===== src/rtl/timer_arbiter.sv =====
// ---------------------------------------------------------------------------
// timer_arbiter
//   Round-robin scheduler sharing one prescaled countdown timer between
//   NUM_REQ requesters. A requester holds req_in high and gets one countdown
//   of duration_in ticks (one tick = TIMING_SCALE clocks). It must drop
//   req_in before it can be granted again.
//
// Ports
//   clk_in       : clock, all state on the rising edge
//   rst_n_in     : asynchronous active-low reset
//   req_in       : per-requester level request
//   duration_in  : packed per-requester durations in ticks, sampled at grant
//   abort_in     : cancels the active countdown (RUN only)
//   grant_out    : one-hot current owner, zero when idle
//   done_out     : one-cycle expiry pulse to the owner
//   busy_out     : timer is owned
//   count_out    : remaining ticks of the active countdown
// ---------------------------------------------------------------------------
module timer_arbiter #(
   parameter int NUM_REQ      = 4,
   parameter int TIMING_SCALE = 24,
   parameter int COUNT_WIDTH  = 8
) (
   input  logic                           clk_in,
   input  logic                           rst_n_in,
   input  logic [NUM_REQ-1:0]             req_in,
   input  logic [NUM_REQ*COUNT_WIDTH-1:0] duration_in,
   input  logic                           abort_in,
   output logic [NUM_REQ-1:0]             grant_out,
   output logic [NUM_REQ-1:0]             done_out,
   output logic                           busy_out,
   output logic [COUNT_WIDTH-1:0]         count_out
);

   localparam int PTR_W = $clog2(NUM_REQ);
   localparam int PS_W  = $clog2(TIMING_SCALE);
   localparam logic [PS_W-1:0]  PS_LAST = PS_W'(TIMING_SCALE - 1);
   localparam logic [PTR_W-1:0] PTR_RST = PTR_W'(NUM_REQ - 1);

   typedef enum logic [1:0] {
      S_IDLE,
      S_RUN,
      S_DONE
   } state_e;

   state_e                 state_q, state_d;
   logic [PTR_W-1:0]       ptr_q, ptr_d;
   logic [PS_W-1:0]        ps_q, ps_d;
   logic [COUNT_WIDTH-1:0] rem_q, rem_d;
   logic [NUM_REQ-1:0]     mask_q, mask_d;
   logic [NUM_REQ-1:0]     grant_q, grant_d;
   logic [NUM_REQ-1:0]     done_q, done_d;
   logic                   busy_q, busy_d;

   // Arbitration: first eligible requester searching upward from ptr+1.
   logic [NUM_REQ-1:0]     elig;
   logic [PTR_W-1:0]       idx;
   logic [PTR_W-1:0]       win;
   logic                   found;
   logic [NUM_REQ-1:0]     win_oh;
   logic [COUNT_WIDTH-1:0] win_dur;

   always_comb begin
      elig  = req_in & ~mask_q;
      found = 1'b0;
      win   = ptr_q;
      idx   = '0;
      for (int k = 1; k <= NUM_REQ; k++) begin
         idx = PTR_W'((int'(ptr_q) + k) % NUM_REQ);
         if (!found && elig[idx]) begin
            found = 1'b1;
            win   = idx;
         end
      end
      for (int i = 0; i < NUM_REQ; i++) begin
         win_oh[i] = (PTR_W'(i) == win);
      end
      win_dur = duration_in[win*COUNT_WIDTH +: COUNT_WIDTH];
   end

   // Next-state and registered-output logic
   logic [NUM_REQ-1:0] mask_set;

   always_comb begin
      state_d  = state_q;
      ptr_d    = ptr_q;
      ps_d     = ps_q;
      rem_d    = rem_q;
      grant_d  = grant_q;
      busy_d   = busy_q;
      done_d   = '0;
      mask_set = '0;

      unique case (state_q)
         S_IDLE: begin
            if (found) begin
               ptr_d   = win;
               rem_d   = win_dur;
               grant_d = win_oh;
               busy_d  = 1'b1;
               ps_d    = '0;
               if (win_dur == '0) begin
                  // Zero-length request expires straight away.
                  state_d = S_DONE;
                  done_d  = win_oh;
               end else begin
                  state_d = S_RUN;
               end
            end
         end

         S_RUN: begin
            // Cancel outranks a final tick in the same cycle.
            if (!req_in[ptr_q] || abort_in) begin
               state_d         = S_IDLE;
               rem_d           = '0;
               ps_d            = '0;
               grant_d         = '0;
               busy_d          = 1'b0;
               mask_set[ptr_q] = 1'b1;
            end else if (ps_q == PS_LAST) begin
               ps_d  = '0;
               rem_d = rem_q - 1'b1;
               if (rem_q == COUNT_WIDTH'(1)) begin
                  state_d       = S_DONE;
                  done_d[ptr_q] = 1'b1;
               end
            end else begin
               ps_d = ps_q + 1'b1;
            end
         end

         S_DONE: begin
            state_d         = S_IDLE;
            grant_d         = '0;
            busy_d          = 1'b0;
            mask_set[ptr_q] = 1'b1;
         end

         default: state_d = S_IDLE;
      endcase

      // Clear is applied after set so a request dropped in the same cycle
      // is not left locked out.
      mask_d = (mask_q | mask_set) & req_in;
   end

   always_ff @(posedge clk_in or negedge rst_n_in) begin
      if (!rst_n_in) begin
         state_q <= S_IDLE;
         ptr_q   <= PTR_RST;
         ps_q    <= '0;
         rem_q   <= '0;
         mask_q  <= '0;
         grant_q <= '0;
         done_q  <= '0;
         busy_q  <= 1'b0;
      end else begin
         state_q <= state_d;
         ptr_q   <= ptr_d;
         ps_q    <= ps_d;
         rem_q   <= rem_d;
         mask_q  <= mask_d;
         grant_q <= grant_d;
         done_q  <= done_d;
         busy_q  <= busy_d;
      end
   end

   assign grant_out = grant_q;
   assign done_out  = done_q;
   assign busy_out  = busy_q;
   assign count_out = rem_q;

endmodule


===== config.mk =====
export PLATFORM = sky130hd
export DESIGN_NAME = timer_arbiter
export DESIGN_NICKNAME = d
export VERILOG_FILES = /design/src/rtl/timer_arbiter.sv
export SDC_FILE = /design/constraint.sdc
export NUM_CORES = 1
export LEC_CHECK = 0
export CORE_MARGIN = 3
export CORE_UTILIZATION = 45
export DETAILED_ROUTE_END_ITERATION = 6
export PLACE_DENSITY = 0.73
export SETUP_SLACK_MARGIN = 0.05
export SLEW_MARGIN = 20
export SYNTH_ARGS = -nofsm -noshare
export SYNTH_HDL_FRONTEND = slang
export SYNTH_SLANG_ARGS = --single-unit

===== constraint.sdc =====
create_clock -name clk_in -period 4.2 [get_ports clk_in]
set_input_delay 0.84 -clock clk_in [delete_from_list [all_inputs] [get_ports clk_in]]
set_output_delay 0.84 -clock clk_in [all_outputs]
set_load 0.01 [all_outputs]

==> results of run 1 <==
==> cell type report <==
| class | count | area share (%) |
|---|---|---|
| clock buffer | 5 | 2.16 |
| timing repair buffer | 60 | 18.4 |
| inverter | 8 | 1.02 |
| multi-input combinational | 219 | 50.8 |
| tap | 70 | 2.74 |
| sequential | 30 | 23.6 |
| clock inverter | 3 | 1.25 |
==> cells in the final DEF (no fill, tap or decap), types with 5 or more instances in the layout <==
cell type	Yosys	routed
inv_1	7	7
mux2i_1	24	24
nand3_1	12	12
nor2_1	21	21
nand2b_1	8	8
nor2b_1	9	9
clkdlybuf4s50_1	0	55
buf_4	1	5
mux4_2	5	5
clkbuf_8	0	5
mux2_1	6	6
nor3_1	6	6
nand2_1	23	23
o21ai_0	11	11
o21ai_1	5	5
ha_1	11	11
dfrtp_1	28	28
a21oi_1	13	13
a32o_1	5	5
==> power by group through the flow <==
stage	Combinational (mW)	Sequential, mW	Clock [mW]
2_1_floorplan	1.51	0.496	0
3_3_place_gp	1.99	0.516	0
3_5_place_dp	2.00	0.521	0
4_1_cts	2.02	0.515	0.296
5_1_grt	2.20	0.533	0.311
6_report	2.03	0.515	0.292
==> through the flow <==
stage | total power, mW | util [%]
finish | 2.84 | 61.3
global route | 3.04 | 61.3
CTS | 2.83 | 61.3
detailed placement | 2.53 | 59.3
global placement | 2.50 | 59.3
floorplan | 2.01 | -
==> state kept, by name, summed over array words and instances, names as in the netlist <==
name,flops
ptr_q,2
grant_out,4
state_q,2
busy_out,1
mask_q,4
count_out,8
ps_q,5
done_out,4
==> layer usage <==
metal  part of all wire, %  global-route usage, %
met2                    48                   35.6
met1                    46                   28.3
met5                     0                      0
met4                   1.6                   6.25
met3                   4.7                   3.72
==> final timing paths <==
path                                            endpoint  cells after the start                      from  slack (ps)
worst min-delay path            grant_out[0]$_DFFE_PN0P_                      2  grant_out[0]$_DFFE_PN0P_         490
worst max-delay path              state_q[0]$_DFFE_PN0P_                      9      ptr_q[0]$_DFFE_PN1P_         440
worst min register to register  grant_out[0]$_DFFE_PN0P_                      2  grant_out[0]$_DFFE_PN0P_         490
min in group asynchronous       count_out[3]$_DFFE_PN0P_                      2                  rst_n_in         960
worst max register to register    state_q[0]$_DFFE_PN0P_                      9      ptr_q[0]$_DFFE_PN1P_         440
max in group asynchronous           ptr_q[0]$_DFFE_PN1P_                      2                  rst_n_in        2910
==> tightest hold or removal path, cell delays in order, from the launching register on <==
cell     delay [ps]
dfrtp_1         350
nand2_1          50
o41ai_1          50
==> logic make-up (layout without fill, tap and decap cells) <==
group | count (synthesis) | in the layout | share of synthesized area (%)
buffers and inverters | 17 | 76 | 3.21
xor gates and xnor gates | 4 | 4 | 1.73
DFF | 30 | 30 | 30.7
adders and majority gates | 11 | 11 | 5.61
and+or+nand+nor | 101 | 101 | 21.4
muxes | 39 | 39 | 19.0
AOI/OAI and AO/OA | 64 | 64 | 18.4
==> metrics, run 1 <==
status completed; f_max ~270 MHz; Die Ht 79.9 µm; clock share of power between 10 and 15%; layout cells sized above 1 9.54%; critical path's top delay family simple AND/OR/NAND/NOR gates; Crit-path slowest cell dfstp_2; crit-path cells inv_4, ha_1, or4b_1, o31ai_1, nor3b_2, nand3_1, nand2_1, a221o_1, a32o_1; buffers added on ports 55; setup tns final 0 ps; htree depth 2; first-pass iteration count of the detailed router 4; Max transition margin 54.5%; Setup violations, final 0; post-synthesis instance area 0.00245 mm²; Routed Antenna Nets 0; power density over the cells roughly 890 mW/mm²; P&R area growth vs syn 30.1%; buffer count from post-CTS setup fixing 0; Tcrit/Tclk final 89.5%; Yosys reg bits 30; leak pwr 1.34 nW; Max Slew Vio Count 0; cell taking the most area after synthesis dfrtp_1; top cells by area, synth dfrtp_1 29%, mux2i_1 9.8%, ha_1 5.6%; multi-input logic area 0.00162 mm²; cts-stage hold buffer count 0; antenna violations before repair 0; register area share after synthesis 30.7%; TritonCTS sink count 30; total number of vias roughly 2300; Reg power frac a little under a fifth; nature of the critical path endpoint register; post-synth top area share 28.5%; Yosys warnings 0; post-CTS sizing 0; Filler cells 461; Die X between 70 and 80 µm; register area 753 µm²; syn_nets between 300 and 400; vias in the first global route between 2000 and 2500; Crit Path Max Fanout 19; most frequent cell after synthesis dfrtp_1; placed cell count 387; Placed Area 0.00308 mm²; iteration-0 DRC count of the detailed router 140; Critical Path AT just under 4000 ps; Post-synth EDFFs 0; first-pass GRT wire length ~11 mm; Worst Hold Class register to register; WL/cell 16.4 µm; crit path kind register to register; WHS 486 ps; row count 26; DP Wirelength 5.06 mm; core region area ~0.0052 mm²; starting density of the core 47.2%; Cell variety after synth 55; Synth top cells by count 28 x dfrtp_1, 24 x mux2i_1, 23 x nand2_1; vias per cell 5.84; Sw Pwr 1.33 mW; Async SR Flop Fraction between 90% and 100%; die area 0.00638 mm²; Max Clock Skew between 6 and 7 ps; clock buffer count from CTS 5; Final min period around 3800 ps; CTS tree yes; GPL Wtd Cong a little over 0.9; Crit path largest cell delay 800 ps; Total GRT Usage 21.4%; crit path buf inv count 1; DP Worst Slack 465 ps; Max-cap violations 0; Antenna Cells 0; Comb pwr share 71.5%; maximum vdd drop 0.534 mV; CP startpoint kind register; post-route insts no fill 395; clock transition at the registers of the reported paths 70 ps; largest net degree at the start of global routing 31; total gr overflow 0; RSZ-0062 raised after global routing false; clock root buffer clkbuf_8; Syn Area/Cell 9.23 µm²; drt drc 0; # IOs 56; Longest Clk Path Bufs 2; Int Pwr about 1.5 mW; Hold Violations, Final 0; switching share of power a little under half; Routed WL 6.49 mm; nets between 300 and 400; Post-synth top flop dfrtp_1; final worst slack about 440 ps; Least-Margin Pin Slew between 600 and 700 ps; Crit path required time 4380 ps; design area 0.00319 mm²; post-synthesis cell count 266; Worst-Skew Late Latency 290 ps
(Power assumes the default switching activity.)
==> inputs of run 2 (changes only) <==
--- a/config.mk
+++ b/config.mk
@@ -5,7 +5,7 @@
 export SDC_FILE = /design/constraint.sdc
 export NUM_CORES = 1
 export LEC_CHECK = 0
-export CORE_MARGIN = 3
+export CORE_ASPECT_RATIO = 0.6
 export CORE_UTILIZATION = 45
 export DETAILED_ROUTE_END_ITERATION = 6
 export PLACE_DENSITY = 0.73
==> run 2 against run 1 <==
Effect of this change: via count is 2.0% higher; critical path depth unchanged; total power down 0.73%; first-iteration DRC count rose by 61%; die area is 9.6% lower; clock-buffer cell count increased by 1; sequential power rose by 1%; clock skew decreased by 3.0 ps; global-route usage grew 3.5 points; core utilization is 0.086 points higher; critical path type unchanged.
==> metrics, run 2 (same netlist as run 1, synthesis figures left out) <==
status completed; # IOs 56 (unchanged); CP startpoint kind register; Sw Pwr 1.38 mW (+3.9%); core region area 0.00515 mm² (-0.96%); Routed WL 6.79 mm (+4.6%); final worst slack 470 ps (+29.2 ps); HP Start busy_out$_DFFE_PN0P_; maximum vdd drop 0.621 mV (+16%); R2R Setup Slk 470 ps (+30 ps); crit-path cells inv_4, ha_1, or4b_1, o31ai_1, nor3b_2, nand3_1, nand2_1, a221o_1, a32o_1; Die Ht 59.2 µm (-26%); nets 373 (-0.27%); first-pass iteration count of the detailed router 4 (unchanged); Total GRT Usage 24.9% (+3.5 points); Int Pwr 1.44 mW (-4.8%); Hold Violations, Final 0 (unchanged); Critical Path AT 3910 ps (-20 ps); Least-Margin Pin Slew 671 ps (-6.24 ps); starting density of the core 47.6% (+0.46 points); cts-stage hold buffer count 0 (unchanged); worst reg2reg path depth 9 (unchanged); clock transition at the registers of the reported paths 70 ps (about the same); vias in the first global route 2099 (-6.9%); layout cells sized above 1 9.26% (-0.28 points); Hold Crit Depth 2 (unchanged); hold path endpoint busy_out$_DFFE_PN0P_; Crit Path Max Fanout 19 (unchanged); post-CTS sizing 0 (unchanged); setup tns final 0 ps (unchanged); CTS tree yes; leak pwr 1.32 nW (-1.2%); Max transition margin 55.3% (+0.80 points); crit path kind register to register; f_max 268 MHz (+0.78%); row count 20 (-23%); total gr overflow 0 (unchanged); power density over the cells 889 mW/mm² (about the same); most common cell after layout, fill and taps aside clkdlybuf4s50_1; WHS 481 ps (-4.91 ps); htree depth 2 (unchanged); Tcrit/Tclk final 88.8% (-0.70 points); total number of vias 2353 (+2.0%); Max-cap violations 0 (unchanged); Die X 97.4 µm (+22%); Max Slew Vio Count 0 (unchanged); critical path's top delay family simple AND/OR/NAND/NOR gates; Final min period 3730 ps (-29.2 ps); Max Clock Skew 3.96 ps (-2.95 ps); Setup violations, final 0 (unchanged); RSZ-0062 raised after global routing false; Worst Hold Class register to register; Reg power frac 18.5% (+0.3 points); Antenna Cells 0 (unchanged); Crit path largest cell delay 800 ps (about the same); nature of the critical path endpoint register; antenna violations before repair 0 (unchanged); clock root buffer clkbuf_8; max FFs per register 8 (unchanged); Worst-Skew Late Latency 280 ps (about the same); first-pass GRT wire length 10.9 mm (+2.7%); DP Worst Slack 401 ps (-64.3 ps); placed cell count 382 (-1.3%); WL/cell 17.4 µm (+6.0%); buffers added on ports 55 (unchanged); switching share of power 49.0% (+2.2 points); TritonCTS sink count 30 (unchanged); RR Endpoint state_q[0]$_DFFE_PN0P_; Routed Antenna Nets 0 (unchanged); Comb pwr share 72.6% (+1.1 points); R2R Path Start ptr_q[0]$_DFFE_PN1P_; most frequent cells in the layout 55 x clkdlybuf4s50_1, 28 x dfrtp_1, 24 x mux2i_1, 23 x nand2_1, 21 x nor2_1; crit path buf inv count 1 (unchanged); clock buffer count from CTS 5 (unchanged); largest net degree at the start of global routing 31 (unchanged); die area 0.00576 mm² (-9.6%); Crit path required time 4380 ps (about the same); GPL Wtd Cong 0.892 (-1.9%); Crit-path slowest cell dfstp_2; Tot Pwr 2.82 mW (-0.73%); Longest Clk Path Bufs 2 (unchanged); post-route insts no fill 390 (-1.3%); buffer count from post-CTS setup fixing 0 (unchanged); drt drc 0 (unchanged); vias per cell 6.03 (+3.3%); DP Wirelength 5.33 mm (+5.4%); clock share of power 8.9% (-1.4 points); P&R area growth vs syn 29.0%; iteration-0 DRC count of the detailed router 225 (+61%)
## run 2: worst min-delay path, cell delays in order, from the launching register on
cell     delay, ps
dfrtp_1        340
nand2_1         50
o21ai_0         60
## run 2: worst max-delay path by stage
stage / slack, ps / start / depth (start not counted) / endpoint
after global routing: 300 / ptr_q[0]$_DFFE_PN1P_ / 9 / state_q[0]$_DFFE_PN0P_
after floorplan: 720 / ptr_q[0]$_DFFE_PN1P_ / 12 / count_out[7]$_DFFE_PN0P_
final: 470 / ptr_q[0]$_DFFE_PN1P_ / 9 / state_q[0]$_DFFE_PN0P_
after CTS: 490 / ptr_q[0]$_DFFE_PN1P_ / 9 / state_q[0]$_DFFE_PN0P_
after global placement: 510 / req_in[1] / 9 / state_q[0]$_DFFE_PN0P_
after detailed placement: 400 / req_in[1] / 9 / state_q[0]$_DFFE_PN0P_
## run 2: metal layers
metal  global-route usage (%)  wire (µm)  vias to the layer above
met5                        0          0                        -
met3                     4.83        476                        7
met2                     34.4       2760                       96
met4                     6.93         68                        0
met1                     38.9       3480                     1136
li1                         -          -                     1114
## run 2: power by group through the flow
stage | sequential (mW) | combinational (mW) | clock [mW]
2_1_floorplan | 0.496 | 1.51 | 0
3_3_place_gp | 0.520 | 1.98 | 0
3_5_place_dp | 0.524 | 2.01 | 0
4_1_cts | 0.518 | 2.02 | 0.253
5_1_grt | 0.538 | 2.20 | 0.266
6_report | 0.522 | 2.04 | 0.249
## run 2: through the flow
stage	util [%]	area, µm²
final	61.4	3170
after global routing	61.4	3170
after CTS	61.4	3170
after detailed placement	59.6	3070
after global placement	59.6	3070
after floorplan	-	2450
## run 2: cell type report
| cell class | count | area [µm²] |
|---|---|---|
| Clock buffer | 6 | 82.6 |
| Tap cell | 66 | 82.6 |
| Clock inverter | 2 | 12.5 |
| Fill cell | 437 | 1990 |
| Multi-Input combinational cell | 219 | 1620 |
| Inverter | 8 | 32.5 |
| Timing Repair Buffer | 59 | 581 |
| Sequential cell | 30 | 753 |
